$ cat config.mk
export PLATFORM = sky130hd
export DESIGN_NAME = control_unit
export DESIGN_NICKNAME = d
export VERILOG_FILES = /design/src/rtl/control_unit.sv
export SDC_FILE = /design/constraint.sdc
export NUM_CORES = 1
export LEC_CHECK = 0
export BUFFER_PORTS_ARGS = -buffer_cell sky130_fd_sc_hd__buf_2
export CORE_ASPECT_RATIO = 0.9
export CORE_MARGIN = 8
export CORE_UTILIZATION = 35
export CTS_CLUSTER_SIZE = 28
export DETAILED_ROUTE_END_ITERATION = 16
export GPL_TIMING_DRIVEN = 0
export HOLD_SLACK_MARGIN = 0.05
export PLACE_DENSITY = 0.65
export SYNTH_ARGS = -nofsm -noshare
export SYNTH_HDL_FRONTEND = slang
export SYNTH_SLANG_ARGS = --single-unit
$ cat constraint.sdc
create_clock -name clk -period 2.41 [get_ports clk]
set_input_delay 0.1205 -clock clk [delete_from_list [all_inputs] [get_ports clk]]
set_output_delay 0.1205 -clock clk [all_outputs]
set_load 0.02 [all_outputs]
$ cat src/rtl/control_unit.sv
// Hardwired Moore sequencer for a small load/store CPU: fetch (T0..T2),
// opcode-driven execute (T3..T7), memory wait states and a sticky HALT.
module control_unit #(
    parameter logic [4:0] ALU_ADD = 5'b00011,
    parameter logic [4:0] OP_HALT = 5'b11011
) (
    input  logic        clk,
    input  logic        clr,
    input  logic        stop,
    input  logic [31:0] IR,
    input  logic        con,
    input  logic        mem_done,
    output logic [4:0]  alu_control,
    output logic        Gra,
    output logic        Grb,
    output logic        Grc,
    output logic        Rin,
    output logic        Rout,
    output logic        BAout,
    output logic        Pout,
    output logic        Cout,
    output logic        ZLOout,
    output logic        MDROut,
    output logic        Pen,
    output logic        IncPC,
    output logic        IRen,
    output logic        MARen,
    output logic        MDRen,
    output logic        Yen,
    output logic        Zen,
    output logic        ConIn,
    output logic        Read,
    output logic        Write,
    output logic        Run,
    output logic        illegal
);

    localparam logic [4:0] OP_LD   = 5'b00000;
    localparam logic [4:0] OP_LDI  = 5'b00001;
    localparam logic [4:0] OP_ST   = 5'b00010;
    localparam logic [4:0] OP_ADD  = 5'b00011;
    localparam logic [4:0] OP_SUB  = 5'b00100;
    localparam logic [4:0] OP_AND  = 5'b00101;
    localparam logic [4:0] OP_OR   = 5'b00110;
    localparam logic [4:0] OP_ADDI = 5'b01100;
    localparam logic [4:0] OP_BR   = 5'b10010;
    localparam logic [4:0] OP_NOP  = 5'b11010;

    typedef enum logic [3:0] {
        RST, T0, T1, T2, T3, T4, T5, T6, T7, HALT
    } state_t;

    state_t     state_q, state_d, boundary;
    logic       illegal_q, illegal_d;
    logic       br_taken_q, br_taken_d;
    logic [4:0] op;
    logic       is_alu, is_imm, is_mem, is_ld, is_st, is_br, is_nop, known;
    logic       unused_ir;

    assign op        = IR[31:27];
    assign unused_ir = ^IR[26:0];
    assign is_alu    = (op == OP_ADD) || (op == OP_SUB) || (op == OP_AND) || (op == OP_OR);
    assign is_imm    = (op == OP_ADDI) || (op == OP_LDI);
    assign is_ld     = (op == OP_LD);
    assign is_st     = (op == OP_ST);
    assign is_mem    = is_ld || is_st;
    assign is_br     = (op == OP_BR);
    assign is_nop    = (op == OP_NOP);
    assign known     = is_alu || is_imm || is_mem || is_br || is_nop;

    // Every path back to T0 is an instruction boundary, the only place stop is honoured.
    assign boundary  = stop ? HALT : T0;

    // NOTE: state, cause flag and branch decision share one clocked block with <=,
    // so every register updates on the same edge regardless of statement order.
    always_ff @(posedge clk) begin
        if (clr) begin
            state_q    <= RST;
            illegal_q  <= 1'b0;
            br_taken_q <= 1'b0;
        end else begin
            state_q    <= state_d;
            illegal_q  <= illegal_d;
            br_taken_q <= br_taken_d;
        end
    end

    // NOTE: every variable gets a default before the case so no latch is inferred.
    always_comb begin
        state_d    = state_q;
        illegal_d  = (state_q == HALT) ? illegal_q : 1'b0;
        br_taken_d = (state_q == T5) ? con : br_taken_q;
        case (state_q)
            RST: state_d = boundary;
            T0:  state_d = T1;
            T1:  state_d = mem_done ? T2 : T1;
            T2:  state_d = T3;
            T3: begin
                if (op == OP_HALT) begin
                    state_d = HALT;
                end else if (!known) begin
                    state_d   = HALT;
                    illegal_d = 1'b1;
                end else if (is_nop) begin
                    state_d = boundary;
                end else begin
                    state_d = T4;
                end
            end
            T4:  state_d = T5;
            T5:  state_d = (is_mem || is_br) ? T6 : boundary;
            T6: begin
                if (is_ld)      state_d = mem_done ? T7 : T6;
                else if (is_st) state_d = T7;
                else            state_d = boundary;
            end
            T7: begin
                if (is_st) state_d = mem_done ? boundary : T7;
                else       state_d = boundary;
            end
            HALT:    state_d = HALT;
            default: state_d = RST;
        endcase
    end

    always_comb begin
        alu_control = 5'b00000;
        {Gra, Grb, Grc, Rin, Rout, BAout}    = '0;
        {Pout, Cout, ZLOout, MDROut}         = '0;
        {Pen, IncPC, IRen, MARen, MDRen}     = '0;
        {Yen, Zen, ConIn, Read, Write}       = '0;
        Run     = (state_q != RST) && (state_q != HALT);
        illegal = (state_q == HALT) && illegal_q;
        case (state_q)
            T0: {Pout, MARen, IncPC} = 3'b111;
            T1: {Read, MDRen}        = 2'b11;
            T2: {MDROut, IRen}       = 2'b11;
            T3: begin
                if (is_alu || op == OP_ADDI)   {Grb, Rout, Yen}   = 3'b111;
                else if (is_mem || op == OP_LDI) {Grb, BAout, Yen} = 3'b111;
                else if (is_br)                {Gra, Rout, ConIn} = 3'b111;
            end
            T4: begin
                if (is_alu) begin
                    {Grc, Rout, Zen} = 3'b111;
                    alu_control      = op;
                end else if (is_imm || is_mem) begin
                    {Cout, Zen} = 2'b11;
                    alu_control = ALU_ADD;
                end else if (is_br) begin
                    {Pout, Yen} = 2'b11;
                end
            end
            T5: begin
                if (is_alu || is_imm) begin
                    {ZLOout, Gra, Rin} = 3'b111;
                end else if (is_mem) begin
                    {ZLOout, MARen} = 2'b11;
                end else if (is_br) begin
                    {Cout, Zen} = 2'b11;
                    alu_control = ALU_ADD;
                end
            end
            T6: begin
                if (is_ld) begin
                    {Read, MDRen} = 2'b11;
                end else if (is_st) begin
                    {Gra, Rout, MDRen} = 3'b111;
                end else if (is_br) begin
                    ZLOout = 1'b1;
                    Pen    = br_taken_q;
                end
            end
            T7: begin
                if (is_ld)      {MDROut, Gra, Rin} = 3'b111;
                else if (is_st) Write = 1'b1;
            end
            default: ;
        endcase
    end

endmodule

==> impl_metrics.yaml <==
synthesis:
  synth-seq-cells: 6
  synth_async_sr_flop_share_pct: 0
  synthesis.area_um2: 1030
  post_synth_main_area_contributors: "sky130_fd_sc_hd__dfxtp_1 12%, sky130_fd_sc_hd__a21oi_1 7.8%, sky130_fd_sc_hd__nand2b_1 4.9%"
  synth_cell_types: 48
  synth.yosys.seq_area_share_pct: 11.7
  syn-instance-count: 150
  primary_flip_flop_cell_chosen_by_synthesis_mapping: "sky130_fd_sc_hd__dfxtp_1"
  syn-mean-instance-area_um2: 6.85
  yosys_warnings: 0
  synth_edf_count: 0
  synth.top_cell.area_share_pct: 11.7
  synth.largest_area_cell: "sky130_fd_sc_hd__dfxtp_1"
worst_setup_path:
  critical_path.reg2reg.startpoint: "state_q[0]$_SDFF_PP0_"
  worst_ep_required_time_ns: 2.29
  timing.setup.critical_path_class: "reg2out"
  path_max_fanout: 10
  critical_path_arrival_ns: 2.04
  timing.critical_path.from_type: "register"
  worst_setup_path_end_kind: "output port"
  reg_to_reg_slack_setup_ns: 0.68
  critical_path.startpoint: "state_q[0]$_SDFF_PP0_"
  r2r-end: "state_q[3]$_SDFF_PP0_"
  worst_r2r_path_depth: 5
pwr:
  pwr-share-clk_pct: 12.1
  power_report.internal_total_uw: 373
  ir_drop_mv: 0.401
  fin_total_pwr_uw: 768
  netSwitchingPower_uw: 395
  areal_power_density_over_the_cells_nw_per_um2: 608
  p_leak_uw: 0.000538
  seq_power_share_pct: 17.9
  sw_frac_of_total_pct: 51.4
  comb_power_share_pct: 70.0
global_route:
  gr-usage-all-layers_pct: 14.2
  maximum_number_of_pins_on_one_net_before_global_route_repair: 11
  grt_pass1_vias: 1254
  grt_antenna_before_repair: 0
  grt_pass1_wl_um: 5750
  globalRoute.totalOverflow: 0
floorplan:
  die_height_um: 67.4
  floorplan.die_area_um2: 4930
  core_area_um2: 2770
  top_level_ports: 64
  initial_utilization_pct: 37.1
  die_w_um: 73.1
  placement_rows: 18
clock_network:
  post_cts_resize_count: 0
  cts-buffers-inserted: 3
  clk-insertion-delay-late_ns: 0.24
  tritoncts: "built"
  clkSlewWorstSetupHoldPaths_ns: 0.05
  post_cts.repair.setup_buffers: 0
  clockRootBuffer: "sky130_fd_sc_hd__clkbuf_4"
  post_cts_hold_buffer_count: 0
  clock_tree.htree_level_count: 1
  clkSinkCount: 6
  clk_path_buf_depth: 2
timing:
  final_min_period_over_clock_period_pct: 89.4
  grt_setup_unrepaired: "no"
  timing.final.setup_violations: 0
  finalClockSkew_ns: 0.00367
  report.final.slew_viol_count: 0
  worstMarginPinSlew_ns: 0.702
  final_hold_viol_count: 0
  tns_ns: 0
  finalCriticalPeriod_ns: 2.16
  achievable-frequency_mhz: 464
  max_slew_margin_pct: 52.8
routing:
  post_drt_via_cell_ratio: 5.71
  drc_errors: 0
  detail_route.first_pass.iterations: 4
  route.vias.total: 1290
  final_antenna_net_count: 0
  routed_wl_um: 3450
  detail_route.wl_per_cell_um: 15.2
  dr.first_iter.drc_count: 86
finish:
  multi_input_gate_area_in_the_final_layout_um2: 805
  seqCellArea_um2: 120
  areaGrowthSynthToFinish_pct: 23.0
  layout-drive-gt1-share_pct: 28.0
  design.final.nets: 225
  fill_cells: 305
  num_antenna_cells: 0
  final_area_um2: 1260
place:
  numPortBuffers: 32
  gpl.final_weighted_congestion: 0.862
  detailed_place_hpwl_um: 2640
  dpl_cell_area_um2: 1240
hold_path:
  whs_path_depth: 3
  timing.hold.worst.class: "in2reg"
  hold_path_end: "br_taken_q$_SDFFE_PP0P_"
  worstHoldStart: "con"
job:
  maxCapViolations: 0
outcome:
  status: "complete, no violations"
## final cells by class
type,count,area share [%]
inverters,2,0.594
plain buffers,19,7.82
multi-input cells,124,63.7
repair buffers,32,12.7
well taps,40,3.96
flip-flops and latches,6,9.50
clock buffers,3,1.78
## power groups by stage
stage	clock, uW	sequential, uW	combinational [uW]
global route	105	140	581
detailed placement	0	138	528
finish	93.2	137	538
CTS	95.3	137	532
floorplan	0	134	390
global placement	0	138	520
## placed cells by master (no fill, tap or decap), types with 2 or more instances in the layout
| master | n |
|---|---|
| sky130_fd_sc_hd__buf_4 | 2 |
| sky130_fd_sc_hd__inv_1 | 2 |
| sky130_fd_sc_hd__nand3b_1 | 6 |
| sky130_fd_sc_hd__nor2b_1 | 5 |
| sky130_fd_sc_hd__nor4_1 | 2 |
| sky130_fd_sc_hd__buf_6 | 2 |
| sky130_fd_sc_hd__o21ai_0 | 7 |
| sky130_fd_sc_hd__nor4bb_1 | 3 |
| sky130_fd_sc_hd__nand2_1 | 10 |
| sky130_fd_sc_hd__clkbuf_4 | 3 |
| sky130_fd_sc_hd__nand2b_1 | 8 |
| sky130_fd_sc_hd__or2_2 | 3 |
| sky130_fd_sc_hd__and4b_1 | 2 |
| sky130_fd_sc_hd__nor4b_1 | 3 |
| sky130_fd_sc_hd__dfxtp_1 | 6 |
| sky130_fd_sc_hd__nor3_1 | 4 |
| sky130_fd_sc_hd__nand3_1 | 3 |
| sky130_fd_sc_hd__a21oi_1 | 16 |
| sky130_fd_sc_hd__o21a_1 | 2 |
| sky130_fd_sc_hd__and3b_1 | 2 |
| sky130_fd_sc_hd__buf_2 | 36 |
| sky130_fd_sc_hd__a2111oi_2 | 2 |
| sky130_fd_sc_hd__clkbuf_1 | 10 |
| sky130_fd_sc_hd__a31oi_1 | 4 |
| sky130_fd_sc_hd__conb_1 | 2 |
| sky130_fd_sc_hd__a21o_1 | 4 |
| sky130_fd_sc_hd__o22ai_1 | 2 |
| sky130_fd_sc_hd__and3_1 | 2 |
| sky130_fd_sc_hd__a211oi_1 | 4 |
| sky130_fd_sc_hd__nor2_1 | 10 |
## stage by stage
step                      setup WS, ns  cells  hold slack [ns]  util [%]
after floorplan                  0.493    151            0.190         -
after global placement           0.584    223            0.370      44.8
after detailed placement         0.540    223            0.375      44.8
after CTS                        0.262    226            0.115      45.6
after global routing             0.103    226            0.134      45.6
final                            0.254    226            0.114      45.6
## flip-flops by register name (all words and copies together), names as in the netlist
name / flops
illegal_q: 1
br_taken_q: 1
state_q: 4
## cells in the mapped netlist (all sizes together), types with 3 or more instances
cell type,n
a211oi,4
a21o,4
a21oi,16
a31oi,4
buf,9
clkbuf,10
dfxtp,6
nand2,10
nand2b,8
nand3,3
nand3b,6
nor2,10
nor2b,5
nor3,4
nor4,3
nor4b,3
nor4bb,3
o21ai,7
or2,3
## routing by layer
layer	share of wire (%)	GRT usage, %	up-vias	wire (um)
li1	-	-	633	-
met3	6.8	3.40	4	236
met5	0	0	-	0
met2	47	23.4	48	1610
met4	0.55	3.99	0	19
met1	46	17.9	605	1580
## logic make-up (layout without fill, tap and decap cells)
logic type	Yosys count	in the layout	synth area share [%]
AND/OR/NAND/NOR	68	68	40.8
multiplexers	1	1	0.974
AO/OA/AOI/OAI	53	53	35.8
buffers and inverters	21	56	10.4
other	1	2	0.365
flip-flops	6	6	11.7
## critical path, cell delays in order, from the launching register on
cell                       delay (ns)
sky130_fd_sc_hd__dfxtp_1         0.32
sky130_fd_sc_hd__clkbuf_1        0.22
sky130_fd_sc_hd__nor4b_1         0.62
sky130_fd_sc_hd__nand3b_1        0.18
sky130_fd_sc_hd__o21ai_0         0.15
sky130_fd_sc_hd__a311o_1         0.15
sky130_fd_sc_hd__buf_2           0.16
## worst max-delay path by stage
stage	endpoint	slack [ns]
floorplan	Gra	0.49
global placement	Gra	0.58
detailed placement	Gra	0.54
CTS	Gra	0.26
global route	Gra	0.10
finish	Gra	0.25
(Power assumes the default switching activity.)
